<file path="config.mk">
export PLATFORM = sky130hd
export DESIGN_NAME = rx_char_decoder
export DESIGN_NICKNAME = d
export VERILOG_FILES = /design/src/rtl/rx_char_decoder.sv
export SDC_FILE = /design/constraint.sdc
export NUM_CORES = 1
export LEC_CHECK = 0
export BUFFER_PORTS_ARGS = -buffer_cell sky130_fd_sc_hd__clkbuf_2
export CAP_MARGIN = 20
export CORE_MARGIN = 3
export CORE_UTILIZATION = 53
export CTS_CLUSTER_SIZE = 14
export DETAILED_ROUTE_END_ITERATION = 6
export PLACE_DENSITY = 0.77
export SLEW_MARGIN = 20
export SYNTH_ARGS = -nofsm -noshare
export SYNTH_HDL_FRONTEND = slang
export SYNTH_SLANG_ARGS = --single-unit
</file>
<file path="constraint.sdc">
create_clock -name rxClk -period 1.71 [get_ports rxClk]
set_input_delay 0.342 -clock rxClk [delete_from_list [all_inputs] [get_ports rxClk]]
set_output_delay 0.342 -clock rxClk [all_outputs]
set_load 0.005 [all_outputs]
</file>
<file path="src/rtl/rx_char_decoder.sv">
// rtl/rx_char_decoder.sv - IEEE-1355 character decoder for the DS-SE receive bit-pair stream
module rx_char_decoder #(
  parameter int DISC_TIMEOUT = 510,
  parameter int CW           = 10
) (
  input  logic       rxClk,
  input  logic       rxReset,
  input  logic [1:0] dq,
  input  logic       dqValid,
  output logic       gotNull,
  output logic       charValid,
  output logic       charIsCtl,
  output logic [7:0] charData,
  output logic       nullValid,
  output logic       errParity,
  output logic       errEsc,
  output logic       errDisc
);

  localparam logic [CW-1:0] DISC_MAX = CW'(DISC_TIMEOUT);

  // Control codes as {c1,c0}
  localparam logic [1:0] CODE_FCT = 2'b00;
  localparam logic [1:0] CODE_ESC = 2'b11;

  typedef enum logic [2:0] {
    S_HUNT,
    S_PF,
    S_DATA,
    S_CTL,
    S_ERR
  } state_t;

  state_t        state, state_n;

  // Last three pairs seen while hunting, minus the oldest bit, which the
  // NULL pattern treats as don't-care (it is the ESC parity bit).
  logic [4:0]    hist, hist_n;
  // XOR of the previous character's payload bits.
  logic          par_acc, par_n;
  // An ESC has been received and must be followed by FCT.
  logic          esc_flag, esc_n;
  logic [1:0]    pair_cnt, cnt_n;
  logic [7:0]    data_sr, sr_n;
  // Disconnect watchdog stays idle until the first pair after reset.
  logic          started, started_n;
  logic [CW-1:0] disc_cnt, disc_n;

  logic          got_null_n;
  logic          char_valid_n;
  logic          char_is_ctl_n;
  logic [7:0]    char_data_n;
  logic          null_valid_n;
  logic          err_par_n;
  logic          err_esc_n;
  logic          err_disc_n;

  logic          hunt_hit;
  logic          parity_ok;
  logic          esc_bad;

  // NULL in arrival order is {x,1,1,1,0,1,0,0}; dq[0] is the older bit of a pair.
  assign hunt_hit  = ({hist, dq[0], dq[1]} == 7'b1110100);
  // Odd parity over P, F and the previous character's payload.
  assign parity_ok = dq[0] ^ dq[1] ^ par_acc;
  // ESC followed by a data character (F=0).
  assign esc_bad   = esc_flag & ~dq[1];

  // State and output registers; reset wins over any pair in the same cycle.
  always_ff @(posedge rxClk) begin
    if (rxReset) begin
      state     <= S_HUNT;
      hist      <= '0;
      par_acc   <= 1'b0;
      esc_flag  <= 1'b0;
      pair_cnt  <= '0;
      data_sr   <= '0;
      started   <= 1'b0;
      disc_cnt  <= '0;
      gotNull   <= 1'b0;
      charValid <= 1'b0;
      charIsCtl <= 1'b0;
      charData  <= '0;
      nullValid <= 1'b0;
      errParity <= 1'b0;
      errEsc    <= 1'b0;
      errDisc   <= 1'b0;
    end else begin
      state     <= state_n;
      hist      <= hist_n;
      par_acc   <= par_n;
      esc_flag  <= esc_n;
      pair_cnt  <= cnt_n;
      data_sr   <= sr_n;
      started   <= started_n;
      disc_cnt  <= disc_n;
      gotNull   <= got_null_n;
      charValid <= char_valid_n;
      charIsCtl <= char_is_ctl_n;
      charData  <= char_data_n;
      nullValid <= null_valid_n;
      errParity <= err_par_n;
      errEsc    <= err_esc_n;
      errDisc   <= err_disc_n;
    end
  end

  // Next-state decode: one pair per dqValid, watchdog on idle cycles, ERR absorbs everything.
  always_comb begin
    state_n       = state;
    hist_n        = hist;
    par_n         = par_acc;
    esc_n         = esc_flag;
    cnt_n         = pair_cnt;
    sr_n          = data_sr;
    started_n     = started;
    disc_n        = disc_cnt;
    got_null_n    = gotNull;
    char_valid_n  = 1'b0;
    char_is_ctl_n = charIsCtl;
    char_data_n   = charData;
    null_valid_n  = 1'b0;
    err_par_n     = errParity;
    err_esc_n     = errEsc;
    err_disc_n    = errDisc;

    if (state != S_ERR) begin
      if (dqValid) begin
        started_n = 1'b1;
        disc_n    = '0;
        case (state)
          S_HUNT: begin
            hist_n = {hist[2:0], dq[0], dq[1]};
            if (hunt_hit) begin
              // The matched FCT has an all-zero payload, so parity restarts at 0.
              null_valid_n = 1'b1;
              got_null_n   = 1'b1;
              par_n        = 1'b0;
              esc_n        = 1'b0;
              state_n      = S_PF;
            end
          end
          S_PF: begin
            if (!parity_ok || esc_bad) begin
              if (!parity_ok) err_par_n = 1'b1;
              if (esc_bad)    err_esc_n = 1'b1;
              state_n = S_ERR;
            end else begin
              cnt_n   = '0;
              state_n = dq[1] ? S_CTL : S_DATA;
            end
          end
          S_DATA: begin
            // Shift in from the top so the first pair lands in bits [1:0].
            sr_n = {dq[1], dq[0], data_sr[7:2]};
            if (pair_cnt == 2'd3) begin
              char_valid_n  = 1'b1;
              char_is_ctl_n = 1'b0;
              char_data_n   = sr_n;
              par_n         = ^sr_n;
              state_n       = S_PF;
            end else begin
              cnt_n = pair_cnt + 2'd1;
            end
          end
          S_CTL: begin
            par_n   = dq[0] ^ dq[1];
            state_n = S_PF;
            if (esc_flag) begin
              if (dq == CODE_FCT) begin
                null_valid_n = 1'b1;
                esc_n        = 1'b0;
              end else begin
                err_esc_n = 1'b1;
                state_n   = S_ERR;
              end
            end else if (dq == CODE_ESC) begin
              esc_n = 1'b1;
            end else begin
              char_valid_n  = 1'b1;
              char_is_ctl_n = 1'b1;
              char_data_n   = {6'b0, dq};
            end
          end
          default: ;
        endcase
      end else if (started && disc_cnt != DISC_MAX) begin
        disc_n = disc_cnt + CW'(1);
        if (disc_n == DISC_MAX) begin
          err_disc_n = 1'b1;
          state_n    = S_ERR;
        end
      end
    end
  end

endmodule

</file>
==> impl_metrics.tcl, run 1 <==
set metrics [dict create \
    status "finished, final reports clean" \
    wl_um 5805 \
    finalWorstPathRequiredPeriod_ns 1.675 \
    p_total_uw 2018 \
    clkPwrFrac 0.406 \
    period_share 0.9794 \
    clkTransAtPathRegs_ns 0.09 \
    cts.root.buffer_cell "clkbuf_8" \
    fmax_ghz 0.5971 \
    startpoint_type "flop" \
    die_area_um2 5132 \
    yosys.area.top_type "dfxtp_1" \
    post-route-cell-area_um2 2907 \
    first_pass_iters 4 \
    start_util 0.5588 \
    hold_path.class "in2reg" \
    yosysUniqueCellTypes 53 \
    cts_made_buffers 5 \
    fin_cells 362 \
    synth.avg_cell_area_um2 8.749 \
    p_comb_frac 0.080 \
    io_pins 20 \
    fin_nets 322 \
    critPathKind "reg2reg" \
    setup_ws_ns 0.03521 \
    htreeDepth 2 \
    crit_fanout 8 \
    drv_slew 0 \
    via_per_inst 6.102 \
    post_drt_wl_per_cell_um 16.04 \
    hold_viol 0 \
    cap_violations 0 \
    synth-edff-count 0 \
    port_buffers 19 \
    synthCells 261 \
    p_int_uw 1542 \
    synth_top_flop_cell "dfxtp_1" \
    synth_area_um2 2283 \
    grt_pass1_vias 2146 \
    coreArea_um2 4086 \
    yosysSeqAreaShare 0.3858 \
    grt_start_max_net_pins 17 \
    drt_iter0_drc 203 \
    insertion_delay_ns 0.30 \
    die_h_um 71.64 \
    drive_gt1_frac 0.3173 \
    place_congestion 0.8279 \
    ys.warnings.count 0 \
    p_leak_uw 0.001128 \
    dp_slack_ns -0.06531 \
    hold_buffers 0 \
    irDropWorstVdd_v 0.0004456 \
    synth_top_area_share 0.3858 \
    grt_overflow 0 \
    dieWidth_um 71.64 \
    p_switching_uw 476.7 \
    dp.cells 351 \
    n_antenna_cell 0 \
    p_seq_frac 0.514 \
    ant_nets 0 \
    end_kind "flop" \
    ys_ff_latch 44 \
    cp.arrival_ns 1.90 \
    grt_pass1_wl_um 9811 \
    antenna_found_initial 0 \
    tritoncts "yes" \
    syn2layout_area_growth_pct 27.29 \
    worst_slew_pin_slew_ns 0.5050 \
    placementRows 23 \
    grt_usage 0.2362 \
    syn-num-nets 272 \
    post-dp-hpwl_um 3905 \
    rsz0062_at_grt "true" \
    cts.sinks 44 \
    swShare 0.2362 \
    async_reset_ff_frac 0 \
    pwr_density_cell_nw_per_um2 694.4 \
    clockBufferDepth 2 \
    num_vias 2209 \
    synth_area_leaders "dfxtp_1, mux2i_1, nor2_1, ha_1, a21oi_1" \
    setup_viol 0 \
    drcViolationCount 0 \
    skew_ns 0.004817 \
    place_area_um2 2673 \
    critPathRequiredTime_ns 1.94 \
    relSlewSlack 0.6624 \
]
[critical path, stage by stage, from the launching register on]
cell and delay [ns]:
dfxtp_1 0.36, buf_4 0.19, nor4b_4 0.29, a31oi_1 0.09
or4b_1 0.53, a21oi_1 0.14
[metal layers]
metal	up-vias	GRT usage	wire [um]
met4	0	0.07724	84
li1	1064	-	-
met5	-	0	0
met3	10	0.04769	296
met2	70	0.3847	2748
met1	1065	0.3133	2676
[worst paths after layout]
| kind | start | to | slack (ns) | cells past startpoint |
|---|---|---|---|---|
| setup reg to reg | state[2] | pair_cnt[0] | 0.04 | 5 |
| hold reg to reg | errDisc | errDisc | 0.46 | 2 |
| setup / recovery | state[2] | pair_cnt[0] | 0.04 | 5 |
| hold / removal | dq[0] | hist[1] | 0.41 | 4 |
[area by class of cell]
class | count | area [um2]
flip-flops and latches | 44 | 893.4
well taps | 50 | 62.56
clock inverters | 3 | 46.29
multi-input cells | 190 | 1391
clock buffers | 5 | 68.82
repair buffers | 61 | 410.4
fillers | 305 | 1180
inverters | 9 | 33.78
[power groups by stage]
stage | clock network (uW) | registers [uW] | logic [uW]
finish | 819 | 1040 | 161
global route | 871 | 1040 | 175
CTS | 831 | 1040 | 156
detailed placement | 0 | 1060 | 153
global placement | 0 | 1060 | 151
floorplan | 0 | 1060 | 83.2
[flip-flops by register name, summed over array words and instances, names as in the netlist, 2 cells and up]
signal / flops
hist: 5
charData: 8
pair_cnt: 2
disc_cnt: 10
data_sr: 6
state: 3
[kinds of logic (layout without fill, tap and decap cells)]
kind of cell | count (synthesis) | in the layout | synth area share
compound gates | 67 | 67 | 0.2033
xor+xnor | 7 | 7 | 0.03288
fa+ha+maj | 6 | 6 | 0.03288
buf+inv | 27 | 78 | 0.05041
flops | 44 | 44 | 0.3858
mux | 16 | 16 | 0.07123
simple gates | 94 | 94 | 0.2236
[per-stage QoR]
step / hold slack [ns] / utilization / TNS, ns
after global routing: 0.4385 / 0.7113 / -0.07501
after detailed placement: 0.4456 / 0.6540 / -0.2321
after global placement: 0.4516 / 0.6540 / -0.04704
final: 0.4065 / 0.7113 / 0
after CTS: 0.4117 / 0.6908 / -0.004479
after floorplan: 0.4492 / - / 0
[cells in the mapped netlist, drive strengths merged (3+ instances only)]
cell type and number:
nand2 8, nand3 7, a311oi 4, nor3b 4, mux2i 14, buf 7
o21a 3, a22oi 6, nor3 7, a31oi 9, nor2 35, o211ai 4
inv 9, xnor2 3, xor2 3, nand4b 3, nor2b 3, o31a 3
ha 6, dfxtp 44, nor4 3, nand3b 6, clkbuf 11, nand2b 5
o21ai 10, a21oi 12, o31ai 4
[layout by cell type (no fill, tap or decap), types with 4 or more instances in the layout]
cell type,count
mux2i_1,14
nor3_1,5
clkbuf_8,5
o21ai_0,10
buf_4,42
o31ai_1,4
nand2b_1,5
nor2_1,34
inv_1,9
dfxtp_1,36
nand2_1,8
a21oi_1,12
a22oi_1,6
a31oi_1,9
nand3_1,6
clkbuf_2,19
dfxtp_2,7
nand3b_1,6
[timing repair]
item                                    4_1_cts  5_1_grt
gates resized for setup                       7       18
pin swaps                                     0        7
endpoints found under the setup margin        6       32
buffers inserted                              0        3
Power figures use the tool's default switching activity.
==> run 2, diff against run 1 <==
CELL_PAD_IN_SITES_DETAIL_PLACEMENT = 1   (was unset)
CELL_PAD_IN_SITES_GLOBAL_PLACEMENT = 1   (was unset)
CORE_UTILIZATION = 40   (was 53)
PLACE_DENSITY = 0.76   (was 0.77)
==> impl_metrics.tcl, run 2 (synthesized netlist as in run 1, its figures left out) <==
set metrics [dict create \
    status "complete, but fails checks" \
    violations "negative setup slack" \
    wl_um 7302 \
    dp_slack_ns -0.1228 \
    setup_ws_ns -0.04901 \
    holdPathEnd "charIsCtl" \
    grt_pass1_vias 2217 \
    die_h_um 81.56 \
    start_util 0.4306 \
    rrSetupSlack_ns -0.05 \
    layout_common_cells "buf_4, dfxtp_1, nor2_1, clkbuf_2, mux2i_1" \
    holdPathStages 2 \
    relSlewSlack 0.7244 \
    port_buffers 19 \
    clockBufferDepth 2 \
    cp.arrival_ns 1.93 \
    via_per_inst 5.865 \
    rr_startpoint "state[2]" \
    fmax_ghz 0.5685 \
    tritoncts "yes" \
    n_antenna_cell 0 \
    coreArea_um2 5303 \
    num_vias 2258 \
    final_common_cell "buf_4" \
    worstHoldStart "rxReset" \
    grt_overflow 0 \
    holdWs_ns 0.3515 \
    cap_violations 0 \
    htreeDepth 2 \
    fin_nets 325 \
    busiest_layer "met2" \
    grt_usage 0.2250 \
    post-route-cell-area_um2 3005 \
    grt_pass1_wl_um 11400 \
    setup_viol 2 \
    pwr_density_cell_nw_per_um2 679.8 \
    drive_gt1_frac 0.3397 \
    grt_use_met3 0.04715 \
    placementRows 26 \
    largest_reg_flops 10 \
    die_area_um2 6651 \
    p_leak_uw 0.001154 \
    period_share 1.029 \
    critPathKind "reg2reg" \
    drt_iter0_drc 98 \
    cts.root.buffer_cell "clkbuf_8" \
    cts_made_buffers 5 \
    syn2layout_area_growth_pct 31.62 \
    io_pins 20 \
    post_drt_wl_per_cell_um 18.97 \
    r2r_cells 6 \
    ant_nets 0 \
    met2_usage 0.3697 \
    worst_slew_pin_slew_ns 0.4097 \
    place_congestion 0.8476 \
    first_pass_iters 4 \
    drcViolationCount 0 \
    reg_top3 "disc_cnt x10, charData x8, data_sr x6" \
    skew_ns 0.009373 \
    post-dp-hpwl_um 4554 \
    startpoint_type "flop" \
    insertion_delay_ns 0.31 \
    irDropWorstVdd_v 0.0004682 \
    regMostFlops "disc_cnt" \
    hold_path.class "in2reg" \
    place_area_um2 2698 \
    dieWidth_um 81.56 \
    antenna_found_initial 0 \
    end_kind "flop" \
    met1_usage 0.2901 \
    clkTransAtPathRegs_ns 0.09 \
    r2r-end "disc_cnt[9]" \
    drv_slew 0 \
    critPathRequiredTime_ns 1.89 \
    crit_fanout 14 \
    grt_start_max_net_pins 25 \
    cts.sinks 44 \
    finalWorstPathRequiredPeriod_ns 1.759 \
    hold_viol 0 \
]
## run 2: layout make-up
type | instances | area, um2
Fill cell | 622 | 2297
Multi-Input combinational cell | 190 | 1431
Sequential cell | 44 | 899.6
Timing Repair Buffer | 64 | 436.7
Tap cell | 70 | 87.58
Clock buffer | 5 | 68.82
Clock inverter | 3 | 47.55
Inverter | 9 | 33.78
## run 2: worst max path at each step
stage	start	endpoint	slack, ns	cells past startpoint
after global routing	state[2]	disc_cnt[9]	-0.11	6
final	state[2]	disc_cnt[9]	-0.05	6
after global placement	disc_cnt[0]	state[1]	-0.02	5
after detailed placement	disc_cnt[0]	state[0]	-0.12	5
after CTS	pair_cnt[0]	pair_cnt[0]	0.003	5
after floorplan	disc_cnt[0]	disc_cnt[4]	0.03	7
## run 2: what timing repair did
action,4_1_cts,5_1_grt
setup endpoints to repair,8,16
buffers inserted,3,3
pin swaps,4,11
hold buffers,0,0
resized for setup,12,24
## run 2: layer usage
| layer | part of all wire | vias to the layer above |
|---|---|---|
| met3 | 0.039 | 14 |
| met1 | 0.45 | 1121 |
| met2 | 0.50 | 49 |
| met5 | 0 | - |
| li1 | - | 1074 |
| met4 | 0.017 | 0 |
## run 2: metrics by stage
stage | TNS (ns) | utilization | power [uW] | instances
CTS | 0 | 0.5451 | 2063 | 382
detailed placement | -0.7013 | 0.5087 | 1217 | 371
floorplan | 0 | - | 1145 | 261
finish | -0.06281 | 0.5668 | 2043 | 385
global placement | -0.06862 | 0.5087 | 1212 | 371
global route | -0.5066 | 0.5668 | 2117 | 385
## run 2: where the power goes
group | internal, uW | leakage (uW) | total [uW] | switching [uW]
clock | 441 | 0.0000583 | 840 | 400
sequential | 1030 | 0.000361 | 1040 | 7.20
combinational | 67.5 | 0.000735 | 167 | 99.1
## run 2: critical path, cell delays in order (launching register included)
cell	delay, ns
dfxtp_1	0.34
buf_4	0.20
nor3b_1	0.39
nor2_1	0.15
buf_4	0.22
a31oi_1	0.25
a311oi_1	0.08
==> run 3, diff against run 2 <==
CELL_PAD_IN_SITES_DETAIL_PLACEMENT = 0   (was 1)
==> impl_metrics.tcl, run 3 (synthesized netlist as in run 1, its figures left out) <==
set metrics [dict create \
    clockBufferDepth 2 \
    setup_ws_ns 0.05831 \
    ant_nets 0 \
    wl_um 5479 \
    drv_slew 0 \
    htreeDepth 2 \
    n_antenna_cell 0 \
    p_switching_uw 474.6 \
    pwr_density_cell_nw_per_um2 685.4 \
    crit_fanout 5 \
    fin_tns_setup_ns 0 \
    holdPathStages 2 \
    final_common_cell "dfxtp_1" \
    grt_pass1_wl_um 9066 \
    cts_setup_buffers 0 \
    holdPathEnd "charIsCtl" \
    cap_violations 0 \
    coreArea_um2 5303 \
    via_per_inst 5.464 \
    irDropWorstVdd_v 0.0004522 \
    final_core_util 0.5540 \
    cts_made_buffers 5 \
    critPathKind "reg2reg" \
    rsz0062_at_grt "true" \
    p_seq_frac 0.516 \
    swShare 0.2357 \
    dp_slack_ns -0.07427 \
    placementRows 26 \
    cp.arrival_ns 1.83 \
    end_kind "flop" \
    grt_start_max_net_pins 25 \
    finalWorstPathRequiredPeriod_ns 1.652 \
    grt_overflow 0 \
    layout_common_cells "dfxtp_1, buf_4, nor2_1, clkbuf_2, mux2i_1" \
    critPathMaxStageDelay_ns 0.37 \
    first_pass_iters 4 \
    worst_slew_pin_slew_ns 0.3700 \
    r2r-end "state[0]" \
    rrSetupSlack_ns 0.06 \
    start_util 0.4306 \
    drt_iter0_drc 157 \
    num_vias 2071 \
    period_share 0.9659 \
    largest_reg_flops 10 \
    skew_ns 0.01091 \
    die_h_um 81.56 \
    relSlewSlack 0.7510 \
    cts.sinks 44 \
    worstHoldStart "rxReset" \
    critPathRequiredTime_ns 1.89 \
    place_congestion 0.8476 \
    post-dp-hpwl_um 3932 \
    r2r_cells 6 \
    grt_pass1_vias 1902 \
    regMostFlops "disc_cnt" \
    status "finished, final reports clean" \
    drive_gt1_frac 0.3139 \
    port_buffers 19 \
    hold_buffers 0 \
    p_int_uw 1539 \
    antenna_found_initial 0 \
    clkPwrFrac 0.406 \
    reg_top3 "disc_cnt x10, charData x8, data_sr x6" \
    tritoncts "yes" \
    hold_path.class "in2reg" \
    fin_nets 319 \
    cts.root.buffer_cell "clkbuf_8" \
    grt_usage 0.1754 \
    drcViolationCount 0 \
    hold_viol 0 \
    dieWidth_um 81.56 \
    critPathSlowestCell "dfxtp_2" \
    fmax_ghz 0.6054 \
    startpoint_type "flop" \
    clkTransAtPathRegs_ns 0.09 \
    insertion_delay_ns 0.30 \
    rr_startpoint "disc_cnt[0]" \
    syn2layout_area_growth_pct 28.66 \
    die_area_um2 6651 \
    post_drt_wl_per_cell_um 14.46 \
    p_comb_frac 0.078 \
    setup_viol 0 \
    p_leak_uw 0.001126 \
    io_pins 20 \
    crit_path_cell_trace "inv_1, ha_4, nand3b_1, o31a_1, o211ai_1, o311a_1" \
]
==> run 3: worst max path at each step <==
| stage | slack, ns | start | endpoint | depth (start not counted) |
|---|---|---|---|---|
| after floorplan | 0.03 | disc_cnt[0] | disc_cnt[4] | 7 |
| after global placement | -0.02 | disc_cnt[0] | state[1] | 5 |
| after detailed placement | -0.07 | dq[1] | pair_cnt[0] | 7 |
| after CTS | 0.009 | disc_cnt[0] | state[0] | 5 |
| after global routing | -0.03 | disc_cnt[1] | state[0] | 6 |
| final | 0.06 | disc_cnt[0] | state[0] | 6 |
==> run 3: metrics by stage <==
step	std cells	cell area, um2	total power [uW]	hold slack (ns)
2_1_floorplan	261	2303	1145	0.4492
3_3_place_gp	371	2698	1212	0.4512
3_5_place_dp	371	2698	1213	0.4497
4_1_cts	379	2834	2034	0.3323
5_1_grt	379	2938	2093	0.3608
6_report	379	2938	2014	0.3444
==> run 3: final cells by class <==
class,count,area (um2)
timing repair buffer,58,395.4
sequential,44,888.4
clock inverter,3,46.29
inverter,9,33.78
clock buffer,5,68.82
fill,507,2365
tap,70,87.58
multi-input combinational,190,1418
==> run 3: power by group through the flow <==
stage	combinational, uW	sequential, uW	clock, uW
after floorplan	83.2	1060	0
after global placement	149	1060	0
after detailed placement	150	1060	0
after CTS	150	1040	845
after global routing	171	1040	882
final	158	1040	817
==> run 3: what timing repair did <==
| item | CTS | global route |
|---|---|---|
| setup endpoints to repair | 5 | 20 |
| gates resized for setup | 4 | 25 |
| pin swaps | 0 | 10 |
==> run 3: routing by layer <==
metal,global-route usage,share of wire,up-vias
li1,-,-,1057
met1,0.2550,0.51,979
met2,0.2598,0.45,31
met3,0.03289,0.029,4
met4,0.05574,0.0055,0
met5,0,0,-
==> run 3: worst max-delay path: cells and delay by family (launching register included) <==
family                     cells  cell delay, ns
AOI/OAI and AO/OA              3            0.78
DFF                            1            0.37
adders and majority gates      1            0.15
and+or+nand+nor                1            0.15
buffers and inverters          1            0.08
